<file path="src/rtl/mips_pkg.sv">
// Shared encodings and constants for the HI/LO multiply-divide unit.
package mips_pkg;

  typedef enum logic [2:0] {
    OP_MULT  = 3'd0,
    OP_MULTU = 3'd1,
    OP_DIV   = 3'd2,
    OP_DIVU  = 3'd3,
    OP_MTHI  = 3'd4,
    OP_MTLO  = 3'd5,
    OP_NOP6  = 3'd6,
    OP_NOP7  = 3'd7
  } md_op_t;

  typedef enum logic [1:0] {
    S_IDLE   = 2'd0,
    S_RUN    = 2'd1,
    S_FINISH = 2'd2
  } md_state_t;

  localparam int MD_ITERATIONS = 32;
  localparam int MD_CNT_W      = $clog2(MD_ITERATIONS);

  // Magnitude of v when treated as signed, else v unchanged.
  function automatic logic [31:0] mag32(
    input logic [31:0] v,
    input logic        sgn
  );
    return (sgn && v[31]) ? (~v + 32'd1) : v;
  endfunction

endpackage

</file>
<file path="src/rtl/md_divider.sv">
// Restoring divider: unsigned magnitudes in, one quotient bit per step.
module md_divider
  import mips_pkg::*;
(
  input  logic        clk,
  input  logic        rst_n,
  input  logic        load,
  input  logic        step,
  input  logic [31:0] dividend,
  input  logic [31:0] divisor,
  output logic [31:0] quotient,
  output logic [31:0] remainder
);

  logic [31:0] quo_q;
  logic [31:0] rem_q;
  logic [31:0] dvs_q;
  logic [32:0] shifted;
  logic [32:0] trial;

  always_comb begin
    shifted = {rem_q, quo_q[31]};
    trial   = shifted - {1'b0, dvs_q};
  end

  always_ff @(posedge clk) begin
    if (!rst_n) begin
      quo_q <= '0;
      rem_q <= '0;
      dvs_q <= '0;
    end else if (load) begin
      quo_q <= dividend;
      rem_q <= '0;
      dvs_q <= divisor;
    end else if (step) begin
      if (!trial[32]) begin
        rem_q <= trial[31:0];
        quo_q <= {quo_q[30:0], 1'b1};
      end else begin
        rem_q <= shifted[31:0];
        quo_q <= {quo_q[30:0], 1'b0};
      end
    end
  end

  assign quotient  = quo_q;
  assign remainder = rem_q;

endmodule

</file>
<file path="src/rtl/mult_div_unit.sv">
// HI/LO multiply-divide unit: FSM, sign fix-up and HI/LO registers.
// MULT_DIV_FAST_MULT_EN selects a single-cycle multiplier.
module mult_div_unit
  import mips_pkg::*;
(
  input  logic        clk,
  input  logic        rst_n,
  input  logic        start,
  input  logic [2:0]  op,
  input  logic [31:0] a,
  input  logic [31:0] b,
  output logic        busy,
  output logic        done,
  output logic [31:0] hi,
  output logic [31:0] lo
);

  md_state_t state_q, state_d;
  logic [MD_CNT_W-1:0] cnt_q;
  logic [31:0] hi_q, lo_q, hi_d, lo_d;
  logic        hi_we, lo_we;
  logic        done_q;
  logic        acc_iter;
  logic [31:0] a_q;
  logic        bzero_q, qneg_q, rneg_q;

  md_op_t      op_in;
  logic        is_sgn, is_div;
  logic [31:0] a_mag, b_mag;
  logic [31:0] quo, rem;
  logic        last;

  assign op_in  = md_op_t'(op);
  assign is_sgn = (op_in == OP_MULT) || (op_in == OP_DIV);
  assign is_div = (op_in == OP_DIV) || (op_in == OP_DIVU);
  assign a_mag  = mag32(a, is_sgn);
  assign b_mag  = mag32(b, is_sgn);
  assign last   = (cnt_q == MD_CNT_W'(MD_ITERATIONS - 1));

  md_divider u_div (
    .clk       (clk),
    .rst_n     (rst_n),
    .load      (acc_iter && is_div),
    .step      (state_q == S_RUN),
    .dividend  (a_mag),
    .divisor   (b_mag),
    .quotient  (quo),
    .remainder (rem)
  );

`ifdef MULT_DIV_FAST_MULT_EN
  logic [63:0] sx, sy, fast_prod;
  assign sx = {{32{a[31] & is_sgn}}, a};
  assign sy = {{32{b[31] & is_sgn}}, b};
  assign fast_prod = sx * sy;
`else
  logic [63:0] prod_q, prod_fix;
  logic [31:0] mcand_q;
  logic [32:0] psum;
  logic        is_mul_q, mneg_q;

  assign psum = {1'b0, prod_q[63:32]}
              + (prod_q[0] ? {1'b0, mcand_q} : 33'd0);
  assign prod_fix = mneg_q ? (~prod_q + 64'd1) : prod_q;

  // Shift-add: multiplier sits in the low half and drains out.
  always_ff @(posedge clk) begin
    if (!rst_n) begin
      prod_q   <= '0;
      mcand_q  <= '0;
      is_mul_q <= 1'b0;
      mneg_q   <= 1'b0;
    end else if (acc_iter) begin
      prod_q   <= {32'd0, b_mag};
      mcand_q  <= a_mag;
      is_mul_q <= !is_div;
      mneg_q   <= is_sgn & (a[31] ^ b[31]);
    end else if (state_q == S_RUN) begin
      prod_q   <= {psum, prod_q[31:1]};
    end
  end
`endif

  always_comb begin
    state_d  = state_q;
    acc_iter = 1'b0;
    hi_we    = 1'b0;
    lo_we    = 1'b0;
    hi_d     = hi_q;
    lo_d     = lo_q;
    unique case (state_q)
      S_IDLE: begin
        if (start) begin
          case (op_in)
            OP_MULT, OP_MULTU: begin
`ifdef MULT_DIV_FAST_MULT_EN
              hi_we = 1'b1;
              lo_we = 1'b1;
              hi_d  = fast_prod[63:32];
              lo_d  = fast_prod[31:0];
`else
              acc_iter = 1'b1;
              state_d  = S_RUN;
`endif
            end
            OP_DIV, OP_DIVU: begin
              acc_iter = 1'b1;
              state_d  = S_RUN;
            end
            OP_MTHI: begin
              hi_we = 1'b1;
              hi_d  = a;
            end
            OP_MTLO: begin
              lo_we = 1'b1;
              lo_d  = a;
            end
            default: ;
          endcase
        end
      end
      S_RUN: begin
        if (last) state_d = S_FINISH;
      end
      S_FINISH: begin
        state_d = S_IDLE;
        hi_we   = 1'b1;
        lo_we   = 1'b1;
`ifndef MULT_DIV_FAST_MULT_EN
        if (is_mul_q) begin
          hi_d = prod_fix[63:32];
          lo_d = prod_fix[31:0];
        end else
`endif
        if (bzero_q) begin
          hi_d = a_q;
          lo_d = '1;
        end else begin
          lo_d = qneg_q ? (~quo + 32'd1) : quo;
          hi_d = rneg_q ? (~rem + 32'd1) : rem;
        end
      end
      default: state_d = S_IDLE;
    endcase
  end

  always_ff @(posedge clk) begin
    if (!rst_n) begin
      state_q <= S_IDLE;
      cnt_q   <= '0;
      hi_q    <= '0;
      lo_q    <= '0;
      done_q  <= 1'b0;
      a_q     <= '0;
      bzero_q <= 1'b0;
      qneg_q  <= 1'b0;
      rneg_q  <= 1'b0;
    end else begin
      state_q <= state_d;
      done_q  <= hi_we | lo_we;
      if (hi_we) hi_q <= hi_d;
      if (lo_we) lo_q <= lo_d;
      if (acc_iter) begin
        cnt_q   <= '0;
        a_q     <= a;
        bzero_q <= (b == 32'd0);
        qneg_q  <= is_sgn & (a[31] ^ b[31]);
        rneg_q  <= is_sgn & a[31];
      end else if (state_q == S_RUN) begin
        cnt_q   <= cnt_q + 1'b1;
      end
    end
  end

  assign busy = (state_q != S_IDLE);
  assign done = done_q;
  assign hi   = hi_q;
  assign lo   = lo_q;

endmodule

</file>
<file path="config.mk">
export PLATFORM = sky130hd
export DESIGN_NAME = mult_div_unit
export DESIGN_NICKNAME = d
export VERILOG_FILES = /design/src/rtl/mips_pkg.sv /design/src/rtl/md_divider.sv /design/src/rtl/mult_div_unit.sv
export SDC_FILE = /design/constraint.sdc
export NUM_CORES = 1
export LEC_CHECK = 0
export ABC_CLOCK_PERIOD_IN_PS = 10350
export CELL_PAD_IN_SITES_DETAIL_PLACEMENT = 0
export CELL_PAD_IN_SITES_GLOBAL_PLACEMENT = 1
export CORE_MARGIN = 4
export CORE_UTILIZATION = 45
export DETAILED_ROUTE_END_ITERATION = 16
export PLACE_DENSITY_LB_ADDON = 0.1
export SLEW_MARGIN = 20
export SYNTH_ARGS = -nofsm -noshare
export SYNTH_HDL_FRONTEND = slang
export SYNTH_SLANG_ARGS = --single-unit
export TNS_END_PERCENT = 10
</file>
<file path="constraint.sdc">
create_clock -name clk -period 10.35 [get_ports clk]
set_input_delay 3.105 -clock clk [delete_from_list [all_inputs] [get_ports clk]]
set_output_delay 3.105 -clock clk [all_outputs]
set_load 0.05 [all_outputs]
</file>
==> results.tsv <==
stage	metric	value	unit
cells_and_area	Final #Nets	2709	
power	Power Density	158.9	nW/um2
detailed_routing	Vias	19570	
timing	Slew @ Worst Pin	1003	ps
cells_and_area	final instance area	22550	um2
power	Sw Pwr	1167	uW
global_route	first-pass GRT wire length	112600	um
timing	min cycle time layout	5931	ps
placement	port bufs	135	
timing	final setup skew	23.39	ps
worst_setup_path	Crit Path Max Fanout	8	
timing	fin crit share	57.30	%
global_route	Total GRT Usage	30.80	%
placement	Placed Area	21230	um2
cts	setup bufs post-CTS	0	
detailed_routing	DRT antenna net count	0	
worst_setup_path	CP arrival	6340	ps
floorplanning	Die ar.	46880	um2
logic_synthesis	synthesized instance count	2545	
cts	worst skew pair latency	560	ps
logic_synthesis	Syn Nets	2688	
floorplanning	Die W	216.5	um
floorplanning	Placement Rows	76	
cells_and_area	Antenna diodes	0	
worst_setup_path	critical path class	in -> reg	
logic_synthesis	Area contributors post-synth	dfxtp_1 31%, a21oi_1 5.9%, nand2_1 5.5%, xor2_1 5.4%, o21ai_0 4.7%	
placement	Place WS	3916	ps
timing	RSZ-0062 raised after global routing	no	
detailed_routing	wire length per cell	23.61	um
run_status	outcome	finished, final reports clean	
logic_synthesis	Post-synth EDFFs	0	
cts	clock transition at the registers of the reported paths	60	ps
power	Comb power frac	24.7	%
timing	final setup vio count	0	
detailed_routing	Post-Route WL	75070	um
cts	clk sinks	299	
power	total power	3583	uW
cts	clock buffer depth	3	
cells_and_area	Area Overhead vs Synth	15.24	%
logic_synthesis	Synth top area share	30.59	%
timing	Final Worst Setup Slack	4419	ps
global_route	grt total ovfl	0	
placement	Inst Count DP	3112	
logic_synthesis	Post-synth top flop	dfxtp_1	
cts	H-tree depth	2	
floorplanning	Core Box Area	43080	um2
worst_setup_path	CP Data Required Time	10760	ps
floorplanning	Die H	216.5	um
logic_synthesis	Netlist cell types	75	
timing	relative slew slack	33.10	%
timing	fmax	168.6	MHz
timing	Slew Viols, Final	0	
worst_hold_path	Tightest Hold Check Type	reg -> reg	
power	sequential share of power	35.5	%
power	Sw Share	32.57	%
run	max_cap viols	0	
placement	Placer Congestion	0.9001	
power	clock power share	39.8	%
global_route	largest net degree at the start of global routing	145	
logic_synthesis	most area-hungry cell type in the Yosys netlist	dfxtp_1	
power	worst vdd ir	136.0	uV
floorplanning	Initial Util	45.42	%
detailed_routing	drt via density	6.153	
logic_synthesis	Post-synth ARST share	0	%
cts	CTS tree	yes	
logic_synthesis	Yosys reg bits	299	
cts	total CTS buffers	37	
cells_and_area	non-filler instance count after layout	3180	
logic_synthesis	synthesized area per cell	7.688	um2
timing	Final Hold Vio Count	0	
detailed_routing	drt initial violations	1949	
power	LEAKAGE	0.008433	uW
power	Internal	2416	uW
cells_and_area	layout cell share with drive strength beyond 1	5.125	%
cts	CTS hold repair buffers	0	
placement	placed wire-length estimate	54120	um
logic_synthesis	Yosys warnings	0	
detailed_routing	DRC viols	0	
cts	Root Driver	clkbuf_16	
floorplanning	# IOs	136	
logic_synthesis	synthesized cell area	19570	um2
global_route	initial antenna violation count	1	
detailed_routing	Initial DRT Pass Iterations	6	
logic_synthesis	Seq/Total Area, Yosys	30.59	%
worst_setup_path	Critical Path Start Type	input port	
timing	total negative setup slack	0	ps
global_route	vias in the first global route	18180	
cts	PostCTS Resize Cnt	0	
worst_setup_path	CP endpoint kind	flop	
worst paths after layout:
kind / start / endpoint / slack, ps / depth (start not counted)
worst max-delay path: a[2] / u_div.quotient[29] / 4420 / 10
worst min-delay path: a_q[20] / a_q[20] / 450 / 2
worst max register to register: u_div.quotient[31] / u_div.remainder[17] / 6340 / 14
worst min register to register: a_q[20] / a_q[20] / 450 / 2
power groups by stage:
stage | Combinational [uW] | Sequential, uW | Clock [uW]
5_1_grt | 968 | 1280 | 1490
3_5_place_dp | 874 | 1290 | 0
6_report | 885 | 1270 | 1430
4_1_cts | 878 | 1270 | 1450
2_1_floorplan | 611 | 1280 | 0
3_3_place_gp | 870 | 1290 | 0
worst max-delay path, stage by stage:
cell and delay, ps:
clkdlybuf4s50_1 570, or4_1 640, nor3_1 410, and3_1 290, nand2_1 180, or2_2 350, o41ai_1 340, xor2_1 250
a21o_1 140, a21oi_1 50
layer usage:
layer	part of all wire, %	track usage (%)
met4	5.0	13.33
met5	0	0
met2	45	49.06
met1	43	41.76
met3	7.1	4.375
flip-flops by register name (all words and copies together), names as in the netlist:
name,count
a_q,31
bzero_q,1
cnt_q,5
done,1
hi,32
is_mul_q,1
lo,32
mcand_q,32
prod_q,64
qneg_q,1
rneg_q,1
state_q,2
u_div.dvs_q,32
u_div.quotient,32
u_div.remainder,32
synth_stat cells (18+ instances only):
cell      instances
xnor2_1         104
o21ai_0         183
o41ai_1          22
nand2_1         288
clkbuf_1        157
a21o_1           27
buf_1            18
and3_1           30
a211oi_1         82
nor4_1           27
nor3_1           32
a21oi_1         231
nand2b_1         23
nor2_1          238
and2_1           41
a22oi_1          30
nand3_1          32
a221oi_1         62
ha_1             71
xor2_1          120
a31oi_1          19
or4_1            21
mux2i_1          59
dfxtp_1         299
o31ai_1          43
o22ai_1          22
inv_1            64
or3_1            30
cell families (layout without fill, tap and decap cells):
kind of cell    after synthesis  in the layout  synth area share (%)
mux                          69             69                 3.594
fa+ha+maj                    73             73                 4.745
compound gates              815            815                 26.79
simple gates                819            819                 19.49
xor+xnor                    224            224                 10.03
buf+inv                     246            296                 4.758
flops                       299            299                 30.59
layout make-up:
| class | count | area (um2) |
|---|---|---|
| Fill cell | 4235 | 20530 |
| Clock inverter | 19 | 259.0 |
| Sequential cell | 299 | 5988 |
| Clock buffer | 49 | 1064 |
| Inverter | 65 | 249.0 |
| Timing Repair Buffer | 163 | 1574 |
| Tap cell | 585 | 732.0 |
| Multi-Input combinational cell | 2000 | 12680 |
cells in the final DEF (no fill, tap or decap), drive strengths merged, types with 8 or more instances in the layout:
cell / instances
o22ai: 22
a211oi: 82
o41ai: 23
o21a: 11
o311ai: 8
clkinv: 9
mux2: 10
nand2b: 23
a31oi: 19
nand3: 33
nor2b: 11
xor2: 120
a22oi: 30
a21oi: 231
or4: 23
and3: 30
clkdlybuf4s50: 135
or2: 11
inv: 68
clkbuf: 49
a21o: 27
and2: 42
o21ai: 184
ha: 71
buf: 28
nor4: 29
nor3: 32
xnor2: 104
a221oi: 62
nand4: 17
or3: 30
nand2: 288
o31ai: 44
dfxtp: 299
o21bai: 10
mux2i: 59
nor2: 238
stage by stage:
stage | utilization, % | hold WS, ps
2_1_floorplan | - | 431.6
3_5_place_dp | 49.27 | 443.1
5_1_grt | 52.35 | 467.6
6_report | 52.35 | 450.6
4_1_cts | 52.34 | 450.7
3_3_place_gp | 49.27 | 437.5
Power figures use the tool's default switching activity.
